<file path="config.mk">
export PLATFORM = sky130hd
export DESIGN_NAME = mem_arbiter
export DESIGN_NICKNAME = d
export VERILOG_FILES = /design/src/rtl/mem_arbiter_pkg.sv /design/src/rtl/mem_arbiter_timer.sv /design/src/rtl/mem_arbiter.sv
export SDC_FILE = /design/constraint.sdc
export NUM_CORES = 1
export LEC_CHECK = 0
export CORE_ASPECT_RATIO = 1.1
export CORE_MARGIN = 2
export CORE_UTILIZATION = 45
export DETAILED_ROUTE_END_ITERATION = 6
export GPL_TIMING_DRIVEN = 0
export PLACE_DENSITY = 0.85
export SETUP_SLACK_MARGIN = 0.02
export SLEW_MARGIN = 15
export SYNTH_ARGS = -nofsm -noshare
export SYNTH_HDL_FRONTEND = slang
export SYNTH_SLANG_ARGS = --single-unit
</file>
<file path="constraint.sdc">
create_clock -name clk -period 4.91 [get_ports clk]
set_input_delay 0.7365 -clock clk [delete_from_list [all_inputs] [get_ports clk]]
set_output_delay 0.7365 -clock clk [all_outputs]
set_load 0.02 [all_outputs]
</file>
<file path="src/rtl/mem_arbiter_pkg.sv">
// mem_arbiter_pkg: shared types and constants for the memory arbiter.
//   state_t      : arbiter FSM encoding (IDLE / ISSUE / WAIT)
//   OWN_I/OWN_D  : transaction owner IDs (fetch side / data side)
//   OP_RD/OP_WR  : latched backing-memory operation
//   cnt_width()  : bits needed to hold 0..max
package mem_arbiter_pkg;

  typedef enum logic [1:0] {
    IDLE  = 2'd0,
    ISSUE = 2'd1,
    WAIT  = 2'd2
  } state_t;

  localparam logic OWN_I = 1'b0;
  localparam logic OWN_D = 1'b1;

  localparam logic OP_RD = 1'b0;
  localparam logic OP_WR = 1'b1;

  function automatic int cnt_width(input int max);
    return (max < 1) ? 1 : $clog2(max + 1);
  endfunction

endpackage

</file>
<file path="src/rtl/mem_arbiter_timer.sv">
// arb_timer: clearable saturating up-counter with a terminal-count flag.
//   clk, rst : clock, asynchronous active-low reset
//   clr      : synchronous clear to zero (wins over en)
//   en       : count up by one, holding at MAX
//   tc       : high while the count equals MAX
module arb_timer
  import mem_arbiter_pkg::*;
#(
  parameter int MAX = 31
) (
  input  logic clk,
  input  logic rst,
  input  logic clr,
  input  logic en,
  output logic tc
);

  localparam int              W   = cnt_width(MAX);
  localparam logic [W-1:0]    LIM = W'(MAX);

  logic [W-1:0] count;

  always_ff @(posedge clk or negedge rst) begin
    if (!rst) begin
      count <= '0;
    end else if (clr) begin
      count <= '0;
    end else if (en && (count != LIM)) begin
      count <= count + 1'b1;
    end
  end

  assign tc = (count == LIM);

endmodule

</file>
<file path="src/rtl/mem_arbiter.sv">
// mem_arbiter: shares one single-ported backing memory between the fetch
// stage (reads only) and the memory stage (reads and writes).
//
// Requester handshake: a requester raises its request (i_req, or d_rd/d_wr)
// and holds it, with stable address/data, until it sees its one-cycle done
// pulse. The stall output is the request masked by that pulse, so the
// pipeline advances exactly in the done cycle. Whatever the request lines
// show in the done cycle is arbitrated again, so a requester with nothing
// further to do must drop its request in that cycle.
//
// Ports:
//   clk, rst                 clock, asynchronous active-low reset
//   i_req/i_addr             fetch read request and address
//   i_rdata/i_done/i_stall   fetch data, done pulse, stall
//   d_rd/d_wr/d_addr/d_wdata data-side request, address, write data
//   d_rdata/d_done/d_stall   load data, done pulse, stall
//   m_rd/m_wr                one-cycle backing command pulses
//   m_addr/m_wdata           latched command address / write data
//   m_busy                   backing memory cannot take a command (IDLE only)
//   m_done/m_rdata           backing completion and read data
//   err                      sticky error (illegal request or timeout)
module mem_arbiter
  import mem_arbiter_pkg::*;
#(
  parameter int ADDR_W     = 16,
  parameter int DATA_W     = 16,
  parameter int STARVE_MAX = 3,
  parameter int TIMEOUT    = 31
) (
  input  logic              clk,
  input  logic              rst,
  input  logic              i_req,
  input  logic [ADDR_W-1:0] i_addr,
  output logic [DATA_W-1:0] i_rdata,
  output logic              i_done,
  output logic              i_stall,
  input  logic              d_rd,
  input  logic              d_wr,
  input  logic [ADDR_W-1:0] d_addr,
  input  logic [DATA_W-1:0] d_wdata,
  output logic [DATA_W-1:0] d_rdata,
  output logic              d_done,
  output logic              d_stall,
  output logic              m_rd,
  output logic              m_wr,
  output logic [ADDR_W-1:0] m_addr,
  output logic [DATA_W-1:0] m_wdata,
  input  logic              m_busy,
  input  logic              m_done,
  input  logic [DATA_W-1:0] m_rdata,
  output logic              err
);

  localparam int           SW         = cnt_width(STARVE_MAX);
  localparam logic [SW-1:0] STARVE_LIM = SW'(STARVE_MAX);

  state_t        state;
  state_t        state_nxt;
  logic          own_q;
  logic          op_q;
  logic [SW-1:0] starve_cnt;

  logic d_any;
  logic d_illegal;
  logic grant_i;
  logic grant_d;
  logic timer_clr;
  logic timer_en;
  logic timer_tc;
  logic wait_done;
  logic wait_abort;

  assign d_any     = d_rd | d_wr;
  assign d_illegal = d_rd & d_wr;

  // Arbitration. Data normally wins; fetch wins when data is idle, when the
  // data request is illegal (never granted), or when fetch has been passed
  // over STARVE_MAX times in a row.
  always_comb begin
    grant_i = 1'b0;
    grant_d = 1'b0;
    if ((state == IDLE) && !m_busy) begin
      if (i_req && ((starve_cnt == STARVE_LIM) || !d_any || d_illegal)) begin
        grant_i = 1'b1;
      end else if (d_any && !d_illegal) begin
        grant_d = 1'b1;
      end
    end
  end

  // FSM: state register
  always_ff @(posedge clk or negedge rst) begin
    if (!rst) begin
      state <= IDLE;
    end else begin
      state <= state_nxt;
    end
  end

  // FSM: next state
  always_comb begin
    state_nxt = state;
    case (state)
      IDLE:    if (grant_i || grant_d) state_nxt = ISSUE;
      ISSUE:   state_nxt = WAIT;
      WAIT:    if (m_done || timer_tc) state_nxt = IDLE;
      default: state_nxt = IDLE;
    endcase
  end

  // FSM: outputs
  always_comb begin
    m_rd      = (state == ISSUE) && (op_q == OP_RD);
    m_wr      = (state == ISSUE) && (op_q == OP_WR);
    timer_clr = (state == ISSUE);
    timer_en  = (state == WAIT) && !m_done;
  end

  // m_done outside WAIT is a stale completion and falls through unused.
  assign wait_done  = (state == WAIT) && m_done;
  assign wait_abort = (state == WAIT) && !m_done && timer_tc;

  arb_timer #(
    .MAX (TIMEOUT)
  ) u_timer (
    .clk (clk),
    .rst (rst),
    .clr (timer_clr),
    .en  (timer_en),
    .tc  (timer_tc)
  );

  // Winner's command is captured at grant and held through WAIT.
  always_ff @(posedge clk or negedge rst) begin
    if (!rst) begin
      own_q   <= OWN_I;
      op_q    <= OP_RD;
      m_addr  <= '0;
      m_wdata <= '0;
    end else if (grant_d) begin
      own_q   <= OWN_D;
      op_q    <= d_wr ? OP_WR : OP_RD;
      m_addr  <= d_addr;
      m_wdata <= d_wdata;
    end else if (grant_i) begin
      own_q   <= OWN_I;
      op_q    <= OP_RD;
      m_addr  <= i_addr;
    end
  end

  // Completion: read data capture, done pulses, sticky error. An illegal
  // data request still gets a done pulse so the memory stage cannot hang.
  always_ff @(posedge clk or negedge rst) begin
    if (!rst) begin
      i_rdata <= '0;
      d_rdata <= '0;
      i_done  <= 1'b0;
      d_done  <= 1'b0;
      err     <= 1'b0;
    end else begin
      i_done <= (wait_done || wait_abort) && (own_q == OWN_I);
      d_done <= ((wait_done || wait_abort) && (own_q == OWN_D))
                || ((state == IDLE) && d_illegal);
      if (wait_done && (own_q == OWN_I)) begin
        i_rdata <= m_rdata;
      end
      if (wait_done && (own_q == OWN_D) && (op_q == OP_RD)) begin
        d_rdata <= m_rdata;
      end
      if (wait_abort && (own_q == OWN_I)) begin
        i_rdata <= '0;
      end
      if (wait_abort && (own_q == OWN_D)) begin
        d_rdata <= '0;
      end
      if (wait_abort || ((state == IDLE) && d_illegal)) begin
        err <= 1'b1;
      end
    end
  end

  // Consecutive data grants taken while fetch was waiting.
  always_ff @(posedge clk or negedge rst) begin
    if (!rst) begin
      starve_cnt <= '0;
    end else if (!i_req || grant_i) begin
      starve_cnt <= '0;
    end else if (grant_d && (starve_cnt != STARVE_LIM)) begin
      starve_cnt <= starve_cnt + 1'b1;
    end
  end

  assign i_stall = i_req & ~i_done;
  assign d_stall = d_any & ~d_done;

endmodule

</file>
# == Yosys cells after proc, flatten, opt, wreduce, memory -nomap -nowiden ==
# Cells that the tools add are included.
# totals
register_bits,78
word_cells,90
output_inout_bits,71
inputBits,71
# classes
n_eq_ne,8
mux,22
bitwise_logic,8
reduce_logical,38
n_addsub,2
# op_table
operator,n
$mux W16,6
$logic_and A1 B1 Y1,18
$mux W5,2
$reduce_bool A2 Y1,5
$mux W1,9
$logic_or A1 B1 Y1,8
$mux W2,4
$pmux W2 S3,1
$add A5 B1 Y5 const B,1
$eq A5 B5 Y1 const B,1
$logic_not A1 Y1,5
$ne A5 B5 Y1 const B,1
$eq A2 B2 Y1 const B,2
$ne A2 B2 Y1 const B,2
$not A1 Y1,4
$and A1 B1 Y1,3
$add A2 B1 Y2 const B,1
$eq A2 B1 Y1 const B,1
$logic_not A2 Y1,1
$ne A2 B1 Y1 const B,1
$reduce_and A2 Y1,1
$or A1 B1 Y1,1

# == Longest topological paths before layout ==
# Gate-level depths: netlist of run 1.
# logic_depth
depth_word,10
depth_mapped,8

# == Modules after synthesis ==
# A second synthesis of run 1 with hierarchy kept.
# hier_totals
cells_unflattened,234
area_unflattened_um2,3211.8
# by_module_without_submodules
mod,n_inst,area_each_um2,cells_each
mem_arbiter,1,2962.8,211
arb_timer,1,249.0,23

# == Worst setup path after synthesis of run 1 ==
# No wires, ideal clock.
# synth_timing
path_type,input -> register
from,input port d_rd
to,register m_addr[0]
n_path_buf,2
stages,7
t_required_ns,4.787
t_arrival_ns,2.041
setup_slack_ns,2.746
setup_ns,0.123
cell_sequence,inv_1 ha_1 o31a_1 o21a_1 buf_2 buf_2 o221a_2
# synth_via
elab_chain_cells,8
word_cells_on_any_way,15
classes_between,6 x mux; 2 x bitwise; 7 x reduce/logical
# synth_lines
element,line_no,source
"start, declared",mem_arbiter.sv:37,"input logic d_rd,"
$or A1 B1 Y1,mem_arbiter.sv:73,assign d_any = d_rd | d_wr;
$logic_not A1 Y1,mem_arbiter.sv:83,if (i_req && ((starve_cnt == STARVE_LIM) || !d_any || d_illegal)) begin
$logic_or A1 B1 Y1 (2 in a row),mem_arbiter.sv:83,
$logic_and A1 B1 Y1,mem_arbiter.sv:83,
$mux W1,mem_arbiter.sv:83,
$mux W1,mem_arbiter.sv:82,if ((state == IDLE) && !m_busy) begin
$mux W16 or $reduce_bool A2 Y1 (tied branches),-,
"end signal, assigned",mem_arbiter.sv:143,m_addr <= d_addr;
"end signal, assigned",mem_arbiter.sv:148,m_addr <= i_addr;
"end, declared",mem_arbiter.sv:46,"output logic [ADDR_W-1:0] m_addr,"
# Parallel ways exist; a longest one is shown, timed or not.
# A chain may end at the register's enable or synchronous reset.

# == Worst setup path in the final report of run 1 ==
# layout_timing
from,input port d_rd
to,output port d_stall
# layout_via
elab_chain_cells,2
# layout_lines
element,line_no,source
$or A1 B1 Y1,mem_arbiter.sv:73,
$and A1 B1 Y1,mem_arbiter.sv:195,assign d_stall = d_any & ~d_done;
"end, declared",mem_arbiter.sv:43,"output logic d_stall,"
# Every way passes these cells.

==> results of run 1 <==
[cell usage after synthesis (all sizes together)]
master / n
nand3: 3
and3: 2
o31a: 1
clkbuf: 15
nand2b: 3
a31oi: 1
o22ai: 2
a22o: 21
a311oi: 1
nand3b: 1
and4: 1
mux2: 17
o21a: 1
nor3b: 1
nor2b: 3
nor2: 6
or2: 1
or3: 18
o21ai: 17
a21boi: 2
buf: 11
nor4bb: 1
nand2: 21
o31ai: 17
dfrtp: 78
nand4bb: 2
a21oi: 5
o221a: 16
nor3: 3
a311o: 1
inv: 5
ha: 5
[final cells by class]
cell class	count	area, um2
tap	87	109
timing repair buffer	142	1440
sequential	78	1950
multi-input combinational	173	1320
fill	515	2200
inverter	5	18.8
clock inverter	4	95.1
buffer	26	151
clock buffer	11	141
[through the flow]
stage	worst slack (ns)	utilization
detailed placement	1.87	0.672
global route	1.81	0.703
global placement	0.469	0.668
finish	1.88	0.703
CTS	1.87	0.703
floorplan	2.75	-
[cells by family after synthesis]
| logic type | synth area share |
|---|---|
| AND/OR/NAND/NOR | 0.112 |
| multiplexers | 0.0556 |
| buffers and inverters | 0.0494 |
| flip-flops | 0.566 |
| adder cells (fa/ha/maj) | 0.0182 |
| AO/OA/AOI/OAI | 0.199 |
[layer usage]
metal,wire length (um),GRT usage
met5,0,0
met1,3520,0.254
met2,4420,0.378
met3,725,0.0840
met4,82,0.0679
[flip-flops by register name, summed over array words and instances (netlist names), 2 cells and up]
name / flops
u_timer.count: 5
i_rdata: 16
m_addr: 16
starve_cnt: 2
d_rdata: 16
state: 2
m_wdata: 16
[worst reg2reg max path, cell delays in order (launching register included)]
cell	delay, ns
dfrtp_1	0.42
ha_1	0.23
and3_1	0.19
ha_1	0.22
nor2_1	0.21
clkbuf_1	0.42
buf_1	0.41
o31ai_1	0.13
o21ai_0	0.10
[worst max path at each step]
stage | from | to | slack (ns) | depth (start not counted)
after global placement | rst | m_addr[4] | 0.47 | 1
after CTS | d_rd | d_stall | 1.87 | 5
after detailed placement | d_rd | d_stall | 1.87 | 5
final | d_rd | d_stall | 1.88 | 5
after global routing | d_rd | d_stall | 1.81 | 5
after floorplan | d_rd | m_addr[0] | 2.75 | 7
[power groups by stage]
stage	Sequential [uW]	Combinational, uW	Clock [uW]
after floorplan	1350	400	0
after detailed placement	1060	1370	0
after CTS	1060	1380	586
after global routing	1090	1450	619
final	1060	1360	577
after global placement	1050	1350	0
==> flow_summary.toml, run 1 <==
[final_layout]
post-route-cell-area_um2 = 5230
antenna_cells = 0
final_common_cell = "clkdlybuf4s50_1"
final_cell_mix = "clkdlybuf4s50_1, dfrtp_1, nand2_1, a22o_1"
syn2layout_area_growth_pct = 51.7
stdcell_count = 526
layout.nets = 511
drive_above_1_share = 0.150

[worst_setup_path]
cp.arrival_ns = 2.29
crit_top_cell = "clkdlybuf4s50_1"
cp_top_family = "buffers and inverters"
path_class = "primary input to output pin"
crit_chain = "clkdlybuf4s50_1 > inv_1 > ha_1 > nor2_1 > clkdlybuf4s50_1"
r2r-end = "i_rdata[14]"
slowest_stage = "clkdlybuf4s50_1"
cp-start-kind = "primary input"
cp_max_fo = 4
critPathBufInv = 3
r2r_slack_ns = 2.49
cp.required_ns = 4.17
rr_worst_depth = 8
worst_setup_path_end_kind = "output pin"
timing.rr.start = "u_timer.count[0]"
slowest_delay_ns = 0.62

[placement]
dpl.cell_count = 511
place_area_um2 = 4990
dp_hpwl_um = 6510
gp_congestion = 0.749
io_buffers = 141

[power_and_ir_drop]
ir_worst_vdd_v = 0.000366
p_comb_frac = 0.455
p_leak_uw = 0.00221
sequentialPowerShare = 0.353
power.total_uw = 3000
powerDensity_nw_per_um2 = 573
clkPwrFrac = 0.192
p_int_uw = 1970
p_switching_uw = 1030
switching_share = 0.343

[clock_tree]
numCtsBuffers = 9
h-tree-depth = 3
insertion_delay_ns = 0.34
ctsResizeCount = 0
clock_sinks = 78
cts.clk_slew.worst_paths_ns = 0.07
postCtsSetupBuffers = 0
cts_hold_buf = 0
cts-root-buf = "clkbuf_8"
tritoncts = "done"
clk_path_buf_depth = 2

[detailed_routing]
drt-pass1-iter-count = 4
routed_wirelength_um = 8750
via_count = 2839
wl_per_cell_um = 16.6
antenna_left = 0
viasPerCell = 5.40
drt_iter0_markers = 106
drc = 0

[synthesis]
avgSynthCellArea_um2 = 12.2
synth_area_um2 = 3450
syn_nets = 358
synth_cell_types = 41
ys_ff_latch = 78
synthCells = 282
synth_top_area_frac = 0.566
synth_area_leader_cell = "dfrtp_1"
synth_warnings = 0
synth_seq_area_share = 0.566
synth_area_leaders = "dfrtp_1, mux2_2, a22o_1, o221a_2, o31ai_1"

[timing]
fmax_mhz = 330
fin_crit_ns = 3.03
relSlewSlack = 0.662
rsz0062_at_grt = "no"
setup_viol = 0
whs_ns = 0.273
finalCritPeriodShare = 0.617
final.setup.tns_ns = 0
finalMaxSlewViolations = 0
worst_slew_pin_slew_ns = 0.507
hold_violations = 0
finalClockSkew_ns = 0.00799

[floorplanning]
rows = 33
die_h_um = 95.8
pin_count = 142
die_area_um2 = 8370
initial_core_util = 0.464
die_x_um = 87.4
core_um2 = 7430

[grt]
overflow = 0
grt_pass1_wl_um = 14200
grt_usage = 0.220
antenna_found_initial = 0
first_global_vias = 3045
grt_max_degree = 60

[flow_run]
cap_violations = 0

[run_status]
outcome = "finished clean"

[worst_hold_path]
hold_class = "primary input to async pin"
(Power assumes the default switching activity.)
==> run 2: changes to the inputs <==
- CORE_UTILIZATION: 45 -> 39
- PLACE_DENSITY: 0.85 -> 0.79
- clock period: 4.91 -> 2.6 ns (I/O delays scaled with it)
==> flow_summary.toml, run 2 (same netlist as run 1, synthesis figures left out) <==
[run_status]
outcome = "finished clean"

[detailed_routing]
wl_per_cell_um = 16.3
viasPerCell = 5.11
drc = 0
routed_wirelength_um = 8960
antenna_left = 0
drt-pass1-iter-count = 4
via_count = 2818
drt_iter0_markers = 93

[worst_setup_path]
cp.arrival_ns = 2.02
r2r_slack_ns = 0.25
cp.required_ns = 2.21
rr_worst_depth = 8
worst_setup_path_end_kind = "output pin"
cp-start-kind = "register"
r2r-end = "d_rdata[11]"
timing.rr.start = "u_timer.count[0]"
cp_max_fo = 10
path_class = "register to output pin"

[timing]
postLayoutSetupSlackWorst_ns = 0.190
finalClockSkew_ns = 0.00520
whs_ns = 0.501
finalMaxSlewViolations = 0
fmax_mhz = 415
rsz0062_at_grt = "no"
setup_viol = 0
relSlewSlack = 0.686
fin_crit_ns = 2.41
hold_violations = 0
finalCritPeriodShare = 0.927
worst_slew_pin_slew_ns = 0.471

[placement]
place_area_um2 = 5020
dp_hpwl_um = 6700
dp_slack_ns = 0.0359
gp_congestion = 0.778
dpl.cell_count = 535
io_buffers = 141

[grt]
grt_use_met1 = 0.245
gr-usage-met3 = 0.0461
first_global_vias = 2807
grt_pass1_wl_um = 14000
grt_usage = 0.184
top_usage_layer = "met2"
grtUsageMet2 = 0.305
grt_max_degree = 49
antenna_found_initial = 0
overflow = 0

[final_layout]
antenna_cells = 0
regArea_um2 = 1950
final_common_cell = "clkdlybuf4s50_1"
final_cell_mix = "clkdlybuf4s50_1, dfrtp_1, nand2_1, a22o_1"
multiInputGateArea_um2 = 1320
post-route-cell-area_um2 = 5280
syn2layout_area_growth_pct = 53.3
nFillCells = 679
drive_above_1_share = 0.157
layout.nets = 511
stdcell_count = 551

[floorplanning]
die_h_um = 103
rows = 35
initial_core_util = 0.406
pin_count = 142
core_um2 = 8500
die_x_um = 93.6
die_area_um2 = 9600

[clock_tree]
tritoncts = "done"
insertion_delay_ns = 0.34
clock_sinks = 78
numCtsBuffers = 9
cts-root-buf = "clkbuf_8"
clk_path_buf_depth = 2
cts.clk_slew.worst_paths_ns = 0.08
h-tree-depth = 3

[power_and_ir_drop]
ir_worst_vdd_v = 0.000587
powerDensity_nw_per_um2 = 1070
power.total_uw = 5680
p_leak_uw = 0.00224

[worst_hold_path]
hold_class = "register to register"
hold_start = "i_rdata[10]"
min_delay_path_depth = 2
holdPathEnd = "i_rdata[10]"

[flow_run]
cap_violations = 0
run 2: what timing repair did:
action / 4_1_cts / 5_1_grt
hold endpoints to repair: 30 / 0
endpoints found under the setup margin: 0 / 12
buffers inserted: 0 / 0
hold buffers: 1 / 0
resized for setup: 0 / 2
run 2: report_power, final:
| part | internal [uW] | switching [uW] | total, uW |
|---|---|---|---|
| Combinational | 1350 | 1230 | 2580 |
| Clock | 673 | 430 | 1100 |
| Sequential | 1710 | 279 | 1990 |
run 2: area by class of cell:
class | count | share of cell area
repair buffers | 143 | 0.274
clock inverters | 2 | 0.0114
plain buffers | 25 | 0.0282
well taps | 111 | 0.0263
clock buffers | 14 | 0.0365
multi-input cells | 173 | 0.251
inverters | 5 | 0.00355
flip-flops and latches | 78 | 0.369
run 2: worst max path at each step:
stage | slack, ns | startpoint | depth (start not counted) | end
after global routing | 0.03 | state[1] | 5 | m_wr
after CTS | 0.07 | state[0] | 5 | m_rd
after global placement | -1.57 | rst | 1 | d_rdata[4]
after detailed placement | 0.04 | d_wr | 7 | m_wdata[13]
after floorplan | 0.61 | u_timer.count[0] | 8 | i_rdata[10]
final | 0.19 | state[1] | 5 | m_wr
run 2: layer usage:
metal | share of wire | wire, um
met5 | 0 | 0
met4 | 0.010 | 90
met3 | 0.070 | 624
met2 | 0.48 | 4330
met1 | 0.44 | 3920
run 2: through the flow:
step | setup TNS (ns) | utilization
after floorplan | 0 | -
after global placement | -122.09 | 0.588
after detailed placement | 0 | 0.591
after CTS | 0 | 0.622
after global routing | 0 | 0.622
final | 0 | 0.622
run 2: critical path, cell delays in order (launching register included):
cell	delay [ns]
dfrtp_1	0.37
buf_6	0.14
clkbuf_1	0.21
nand2b_1	0.24
nor2_1	0.10
clkdlybuf4s50_1	0.62
==> run 3: changes to the inputs <==
- MAX_ROUTING_LAYER: not set -> met4
==> flow_summary.toml, run 3 (same netlist as run 1, synthesis figures left out) <==
[floorplanning]
pin_count = 142
rows = 35
die_h_um = 103
die_area_um2 = 9600
core_um2 = 8500
die_x_um = 93.6
initial_core_util = 0.406

[timing]
final.setup.tns_ns = 0
fin_crit_ns = 2.41
worst_slew_pin_slew_ns = 0.473
postLayoutSetupSlackWorst_ns = 0.192
hold_violations = 0
fmax_mhz = 415
rsz0062_at_grt = "no"
finalCritPeriodShare = 0.926
relSlewSlack = 0.684
whs_ns = 0.501
finalClockSkew_ns = 0.00587
setup_viol = 0
finalMaxSlewViolations = 0

[placement]
dp_hpwl_um = 6700
io_buffers = 141
dp_slack_ns = 0.0359
gp_congestion = 0.788

[clock_tree]
clock_sinks = 78
clk_path_buf_depth = 2
tritoncts = "done"
h-tree-depth = 3
cts-root-buf = "clkbuf_8"
cts.clk_slew.worst_paths_ns = 0.08
numCtsBuffers = 9
postCtsSetupBuffers = 0
insertion_delay_ns = 0.34

[grt]
grt_usage = 0.190
grt_pass1_wl_um = 13900
grt_max_degree = 49
antenna_found_initial = 0
first_global_vias = 2827
overflow = 0

[worst_setup_path]
slowest_delay_ns = 0.62
worst_setup_path_end_kind = "output pin"
path_class = "register to output pin"
crit_chain = "buf_6 > clkbuf_1 > nand2b_1 > nor2_1 > clkdlybuf4s50_1"
crit_start = "state[1]"
timing.rr.start = "u_timer.count[0]"
cp-start-kind = "register"
cp.required_ns = 2.21
cp_max_fo = 10
slowest_stage = "clkdlybuf4s50_1"
cp.arrival_ns = 2.02

[run_status]
outcome = "finished clean"

[final_layout]
syn2layout_area_growth_pct = 53.3
layout.nets = 511
regArea_um2 = 1950
final_core_util = 0.622
multiInputGateArea_um2 = 1320
antenna_cells = 0
final_cell_mix = "clkdlybuf4s50_1, dfrtp_1, nand2_1, a22o_1"
drive_above_1_share = 0.157
final_common_cell = "clkdlybuf4s50_1"
nFillCells = 679

[flow_run]
cap_violations = 0

[worst_hold_path]
hold_class = "register to register"
hold_start = "i_rdata[10]"

[detailed_routing]
routed_wirelength_um = 8980
viasPerCell = 5.13
drc = 0
drt_iter0_markers = 108
drt-pass1-iter-count = 4
via_count = 2827
antenna_left = 0
wl_per_cell_um = 16.3

[power_and_ir_drop]
powerDensity_nw_per_um2 = 1070
p_leak_uw = 0.00224
power.total_uw = 5680
ir_worst_vdd_v = 0.000589
==> run 3: cell counts in the layout (fill, tap and decap cells not counted) <==
No cell type changed its count.
==> run 3: routing by layer <==
layer  vias up  part of all wire  GRT usage
met5         -                 0          -
met4         0            0.0095     0.0502
met3         8             0.068     0.0380
met2       106              0.48      0.305
met1      1356              0.44      0.249
li1       1357                 -          -
==> run 3: area by class of cell <==
class,instances,share of cell area
Timing Repair Buffer,143,0.274
Clock buffer,14,0.0365
Buffer,25,0.0282
Clock inverter,2,0.0114
Multi-Input combinational cell,173,0.251
Inverter,5,0.00355
Tap cell,111,0.0263
Sequential cell,78,0.369
==> run 3: timing repair <==
action	4_1_cts	5_1_grt
hold endpoints to repair	30	0
gates resized for setup	0	2
hold buffers	1	0
setup endpoints to repair	0	12
==> run 3: through the flow <==
step           cells  cell area, um2
6_report         551            5280
5_1_grt          551            5280
4_1_cts          552            5280
3_5_place_dp     535            5020
3_3_place_gp     534            5000
2_1_floorplan    282            3450
==> run 3: final timing paths <==
path / end / slack, ns / cells past startpoint
min in group asynchronous: m_addr[7] / 0.54 / 2
max in group asynchronous: own_q / 1.47 / 3
min: i_rdata[10] / 0.50 / 2
min reg2reg: i_rdata[10] / 0.50 / 2
max: m_wr / 0.19 / 5
max reg2reg: d_rdata[11] / 0.26 / 8
==> run 3: power breakdown <==
group	internal, uW	switching [uW]
combinational	1350	1230
clock	673	428
sequential	1710	280
==> run 3: worst max-delay path, delay by kind of cell (launching register included) <==
family / cells / cell delay, ns
buffers and inverters: 3 / 0.97
flip-flops: 1 / 0.37
AND/OR/NAND/NOR: 2 / 0.34
